--- config.mk ---
export PLATFORM = sky130hd
export DESIGN_NAME = shift_reg_sched
export DESIGN_NICKNAME = d
export VERILOG_FILES = /design/src/rtl/shift_reg_sched.sv
export SDC_FILE = /design/constraint.sdc
export NUM_CORES = 1
export LEC_CHECK = 0
export BUFFER_PORTS_ARGS = -buffer_cell sky130_fd_sc_hd__buf_2
export CORE_MARGIN = 4
export CORE_UTILIZATION = 49
export DETAILED_ROUTE_END_ITERATION = 6
export PLACE_DENSITY = 0.76
export RECOVER_POWER = 100
export SLEW_MARGIN = 20
export SYNTH_ARGS = -nofsm -noshare
export SYNTH_HDL_FRONTEND = slang
export SYNTH_SLANG_ARGS = --single-unit
--- constraint.sdc ---
create_clock -name clock -period 1.6 [get_ports clock]
set_input_delay 0.24 -clock clock [delete_from_list [all_inputs] [get_ports clock]]
set_output_delay 0.24 -clock clock [all_outputs]
set_load 0.01 [all_outputs]
--- src/rtl/shift_reg_sched.sv ---
// shift_reg_sched
//    Two-requester round-robin scheduler for one shared WIDTH-bit shift register.
//    An accepted word is loaded, shifted out LSB-first over WIDTH cycles, and
//    then followed by GAP forced idle cycles before the next grant.
//
// Ports
//    clock, reset        rising-edge clock, asynchronous active-high reset
//    reqN_valid/data     requester N offers a WIDTH-bit word
//    reqN_ready          requester N word is taken on this edge when valid&&ready
//    ser_out/ser_valid   serial data bit and its qualifier
//    ser_first/ser_last  current bit is bit 0 / bit WIDTH-1 of its word
//    owner               requester whose word is (or was last) shifted
//    busy                high while in SHIFT or GAP
//    reg_out             live shift-register contents
module shift_reg_sched #(
   parameter int WIDTH = 4,  // 2..16
   parameter int GAP   = 1   // 0..7
) (
   input  logic             clock,
   input  logic             reset,
   input  logic             req0_valid,
   input  logic [WIDTH-1:0] req0_data,
   output logic             req0_ready,
   input  logic             req1_valid,
   input  logic [WIDTH-1:0] req1_data,
   output logic             req1_ready,
   output logic             ser_out,
   output logic             ser_valid,
   output logic             ser_first,
   output logic             ser_last,
   output logic             owner,
   output logic             busy,
   output logic [WIDTH-1:0] reg_out
);

   typedef enum logic [1:0] {
      S_IDLE  = 2'd0,
      S_SHIFT = 2'd1,
      S_GAP   = 2'd2
   } state_t;

   state_t           state_q, state_d;
   logic [WIDTH-1:0] reg_q, reg_d;
   logic [3:0]       cnt_q, cnt_d;      // bit index within the word, WIDTH <= 16
   logic [2:0]       gap_q, gap_d;      // idle cycles spent in GAP, GAP <= 7
   logic             owner_q, owner_d;
   logic             last_q, last_d;    // round-robin pointer: last granted requester

   logic gnt_valid;
   logic gnt_idx;
   logic accept;

   // Grant: a lone requester wins; on a tie the one not served last wins.
   // NOTE: every signal written in a combinational block gets a default first,
   // so no path can leave it unassigned and infer a latch.
   always_comb begin
      gnt_valid = 1'b0;
      gnt_idx   = 1'b0;
      if (req0_valid && req1_valid) begin
         gnt_valid = 1'b1;
         gnt_idx   = ~last_q;
      end else if (req0_valid) begin
         gnt_valid = 1'b1;
      end else if (req1_valid) begin
         gnt_valid = 1'b1;
         gnt_idx   = 1'b1;
      end
   end

   // Readies are held low while reset is asserted so nothing is handed over
   // to a register that is being cleared.
   assign accept     = (state_q == S_IDLE) && gnt_valid && !reset;
   assign req0_ready = accept && !gnt_idx;
   assign req1_ready = accept &&  gnt_idx;

   always_comb begin
      state_d = state_q;
      reg_d   = reg_q;
      cnt_d   = cnt_q;
      gap_d   = gap_q;
      owner_d = owner_q;
      last_d  = last_q;
      unique case (state_q)
         S_IDLE: begin
            if (accept) begin
               reg_d   = gnt_idx ? req1_data : req0_data;
               owner_d = gnt_idx;
               last_d  = gnt_idx;
               cnt_d   = 4'd0;
               state_d = S_SHIFT;
            end
         end
         S_SHIFT: begin
            // Zero-fill from the top so reg_out reads 0 after the final bit.
            reg_d = {1'b0, reg_q[WIDTH-1:1]};
            cnt_d = cnt_q + 4'd1;
            if (cnt_q == 4'(WIDTH - 1)) begin
               gap_d   = 3'd0;
               state_d = (GAP == 0) ? S_IDLE : S_GAP;
            end
         end
         S_GAP: begin
            gap_d = gap_q + 3'd1;
            if (gap_q == 3'(GAP - 1)) begin
               state_d = S_IDLE;
            end
         end
         default: state_d = S_IDLE;
      endcase
   end

   // NOTE: state registers use non-blocking assignments so every flop samples
   // the pre-edge values regardless of statement order.
   always_ff @(posedge clock or posedge reset) begin
      if (reset) begin
         state_q <= S_IDLE;
         reg_q   <= '0;
         cnt_q   <= 4'd0;
         gap_q   <= 3'd0;
         owner_q <= 1'b0;
         last_q  <= 1'b1;  // requester 0 wins the first tie
      end else begin
         state_q <= state_d;
         reg_q   <= reg_d;
         cnt_q   <= cnt_d;
         gap_q   <= gap_d;
         owner_q <= owner_d;
         last_q  <= last_d;
      end
   end

   // Serial outputs decode directly from state and registers; ser_out is
   // gated so it is a clean 0 whenever no bit is being presented.
   assign ser_valid = (state_q == S_SHIFT);
   assign ser_out   = ser_valid && reg_q[0];
   assign ser_first = ser_valid && (cnt_q == 4'd0);
   assign ser_last  = ser_valid && (cnt_q == 4'(WIDTH - 1));
   assign busy      = (state_q != S_IDLE);
   assign owner     = owner_q;
   assign reg_out   = reg_q;

endmodule

Word-level counts from Yosys, hierarchy flattened
Cells that the tools add are included.
{ "op_classes": {"reduce_logical": 20, "n_bitwise": 1, "muxes": 16, "n_eq_ne": 6, "add_sub_neg": 2} }
{ "ops": {"columns": ["cell", "n"], "rows": [
  ["4-bit case mux with 2 select lines", 2],
  ["4-bit two-way mux", 3],
  ["1-bit logical AND", 8],
  ["2-bit two-way mux", 3],
  ["2-bit case mux with 3 select lines", 1],
  ["3-bit case mux with 2 select lines", 1],
  ["2-bit AND reduction", 3],
  ["2-bit nonzero test", 3],
  ["1-bit two-way mux", 5],
  ["4-bit by 1-bit adder with 4-bit output (second input constant)", 1],
  ["4-bit by 2-bit equality test with 1-bit output (second input constant)", 1],
  ["4-bit logical NOT", 1],
  ["2-bit != test (second input constant)", 2],
  ["3-bit by 1-bit adder with 3-bit output (second input constant)", 1],
  ["3-bit logical NOT", 1],
  ["3-bit two-way mux", 1],
  ["3-bit AND reduction", 1],
  ["2-bit by 1-bit equality test with 1-bit output (second input constant)", 1],
  ["2-bit equality test (second input constant)", 1],
  ["1-bit logical NOT", 2],
  ["2-bit logical NOT", 1],
  ["2-bit by 1-bit != test with 1-bit output (second input constant)", 1],
  ["1-bit NOT", 1]
]} }
{ "word_totals": {"register_bits": 15, "output_inout_bits": 12, "in_bits": 12, "elab_cells": 51} }

Depth between registers and ports, before layout
{ "logic_depth": {"ltp_word": 7, "mapped_depth": 5, "mapped_depth_nobuf": 4} }

Worst setup path after synthesis
Ideal clock, no wire load.
{ "synth_path": {"kind": "register to output", "from": "register state_q[1]", "to": "output port ser_first", "arrival_ns": 1.141, "setup_slack_ns": 0.219, "path_buffers": 1, "stages_incl_launch_ff": 5, "t_required_ns": 1.360, "path_cell_list": "dfrtp_1 -> or2b_4 -> inv_1 -> buf_4 -> and3_1"} }
{ "synth_between": {"elab_chain_len": 2} }
{ "synth_lines": {"columns": ["item", "line", "rtl"], "rows": [
  ["start, declared", "42", "state_t state_q, state_d;"],
  ["start signal, assigned", "123", "state_q <= state_d;"],
  ["2-bit by 1-bit equality test with 1-bit output", "134", "assign ser_valid = (state_q == S_SHIFT);"],
  ["via ser_valid", "28", "output logic ser_valid,"],
  ["1-bit logical AND", "136", "assign ser_first = ser_valid && (cnt_q == 4'd0);"],
  ["end, declared", "29", "output logic ser_first,"]
]} }
The timed path passes the listed nets, and every way through them passes these cells.

Final worst setup path
{ "layout_path": {"from": "register state_q[0]", "to": "output port req1_ready"} }
{ "layout_between": {"elab_chain_len": 4} }
{ "layout_lines": {"columns": ["item", "line", "rtl"], "rows": [
  ["2-bit logical NOT", "72", "assign accept = (state_q == S_IDLE) && gnt_valid && !reset;"],
  ["1-bit logical AND (2 in series)", "72", null],
  ["1-bit logical AND", "74", "assign req1_ready = accept && gnt_idx;"],
  ["end, declared", "26", "output logic req1_ready,"]
]} }
No other way between the ends.

==> reports/results.ini <==
[placed_design]
dp_cells = 126
io_buffers = 23
placed_area_um2 = 983.4
dp_hpwl_um = 1483
place.gp.congestion = 0.7801

[routing]
drt_wl_total_um = 1963
vias = 781
drtAntennaViolNets = 0
detail_route.vias_per_cell = 5.701
drt_pass1_iterations = 4
wire_per_inst_um = 14.33
drtIter0Drc = 16
drc = 0

[synthesis]
syn_inst = 86
ys_async_sr_fraction = 1.000
synth_top_cell_by_area = dfrtp_1
syn_area_um2 = 838.3
ys_top_cells_by_area = dfrtp_1 42%, ha_1 6.0%, mux2i_1 4.8%
yosys-top-cells-count = 14 x dfrtp_1, 10 x nand2_1, 8 x inv_1
synth_top_flop_cell = dfrtp_1
synth_seq_area_share = 0.4493
ys_warn_count = 0
yosysUniqueCellTypes = 32
synth_top_cell_area_share = 0.4179
synth_edf_count = 0
yosysMostFrequentCell = dfrtp_1
ys_seq_elements = 15
synth_nets = 102
syn_avg_cell_area_um2 = 9.748

[critical_path]
path_class = reg2out
worstSetupEndpointType = output pin
critPathArrivalTime_ps = 1400
cp.required_ps = 1360
reg2reg_depth = 5
rr_endpoint = reg_out[1]$_DFFE_PP0P_
rr_startpoint = state_q[1]$_DFFE_PP0P_
cp_max_fo = 3
r2r_slack_ps = 80
worstSetupStartpointType = register

[timing]
fin_skew_ps = 2.388
slew_headroom = 0.5726
setup_violations = 3
fin_setup_tns_ps = -85.06
worst_pin_slew_ps = 638.8
finalWorstSetupSlack_ps = -42.44
slew_violations = 0
timing.fmax_mhz = 608.9
final.period_utilization = 1.027
post-route-min-period_ps = 1642
hold_violations = 0
rsz0062_at_grt = true

[die]
coreArea_um2 = 1559
num_rows = 14
die_h_um = 49.36
die-area_um2 = 2436
start_util = 0.5377
die_w_um = 49.36
ios = 24

[hold_path]
hp-class = in2async

[power]
p_leak_nw = 0.5581
peakVddDrop_v = 0.001034
power_density_nw_per_um2 = 1853

[status]
violations = negative setup slack
outcome = complete, but fails checks

[grt]
grt_start_max_net_pins = 16
gr-total-overflow = 0
antenna_found_initial = 0
grt_pass1_wl_um = 3374
grt.total_usage = 0.1833
grt_pass1_vias = 762

[final_layout]
fin_area_um2 = 1115
final_util = 0.7151
final_cell_count_no_fill = 137
drive_above_1_share = 0.3306
antennaDiodeCount = 0
num-nets-final = 138
area_growth_pct = 32.99

[clocking]
clkLatencyLatePin_ps = 290
cts_tree = done
cts_hold_buf = 0
clk_pin_slew_ps = 80
clockRootBuffer = clkbuf_4
cts_buffers = 3
clock-sinks = 15
cts.htree.levels = 1
clk_path_buf_depth = 2

[job]
cap_violations = 0

[report_power, final]
group | switching [mW] | leakage [nW] | total [mW] | internal, mW
logic | 0.577 | 0.353 | 1.16 | 0.587
registers | 0.137 | 0.190 | 0.685 | 0.549
clock network | 0.119 | 0.0150 | 0.216 | 0.0971
[how the worst max path moves through the flow]
stage,from,to,cells past startpoint
3_3_place_gp,state_q[1]$_DFFE_PP0P_,ser_last,4
5_1_grt,state_q[0]$_DFFE_PP0P_,req1_ready,5
3_5_place_dp,state_q[1]$_DFFE_PP0P_,ser_last,4
4_1_cts,state_q[1]$_DFFE_PP0P_,req1_ready,5
6_report,state_q[0]$_DFFE_PP0P_,req1_ready,5
2_1_floorplan,state_q[1]$_DFFE_PP0P_,ser_first,4
[stage by stage]
stage	total power [mW]	hold slack, ps	worst slack (ps)
4_1_cts	1.967	49.26	-18.89
2_1_floorplan	1.283	140.8	218.8
3_3_place_gp	1.561	334.6	128.0
3_5_place_dp	1.611	351.4	88.20
5_1_grt	2.225	117.4	-103.7
6_report	2.066	51.99	-42.44
[layer usage]
layer	global-route usage	wire [um]
met4	0.09953	53
met2	0.3013	971
met1	0.2207	789
met3	0.03976	148
met5	0	0
[kinds of logic (layout without fill, tap and decap cells)]
family,count (synthesis),in the layout,share of synthesized area
flops,15,15,0.4493
buf+inv,10,45,0.05075
simple gates,37,37,0.2582
compound gates,15,15,0.1239
mux,4,4,0.04776
fa+ha+maj,4,4,0.05970
xor+xnor,1,1,0.01045
[critical path: stages (launching register included)]
cell	delay (ps)
dfrtp_1	410
buf_6	140
nor3_4	200
buf_4	150
and2_4	130
buf_6	90
[cell usage in the layout (no fill, tap or decap), drive strengths merged, types with 2 or more instances in the layout]
| cell | count |
|---|---|
| nand3 | 4 |
| mux2i | 4 |
| nand4 | 6 |
| and3 | 2 |
| nand2b | 2 |
| inv | 8 |
| o211ai | 3 |
| buf | 27 |
| clkbuf | 10 |
| o21a | 2 |
| and2 | 2 |
| dfrtp | 14 |
| nand2 | 10 |
| o21ai | 3 |
| o22ai | 2 |
| ha | 4 |
| nor2 | 5 |
[flip-flops by register name (all words and copies together), names as in the netlist]
signal and count:
cnt_q 4, reg_out 4, gap_q 3, state_q 2
last_q 1, owner 1
[cell type report]
type | instances | area, um^2
Fill cell | 123 | 444.2
Sequential cell | 15 | 376.6
Timing Repair Buffer | 33 | 215.2
Clock buffer | 4 | 26.28
Multi-Input combinational cell | 61 | 444.2
Inverter | 8 | 32.53
Tap cell | 16 | 20.02
[timing repair]
item / 4_1_cts / 5_1_grt
endpoints found under the setup margin: 5 / 5
buffers inserted: 6 / 1
pin swaps: 1 / 2
resized for setup: 5 / 9
endpoints found under the hold margin: 0 / 0
No activity file was read; power rests on OpenSTA's default activity.
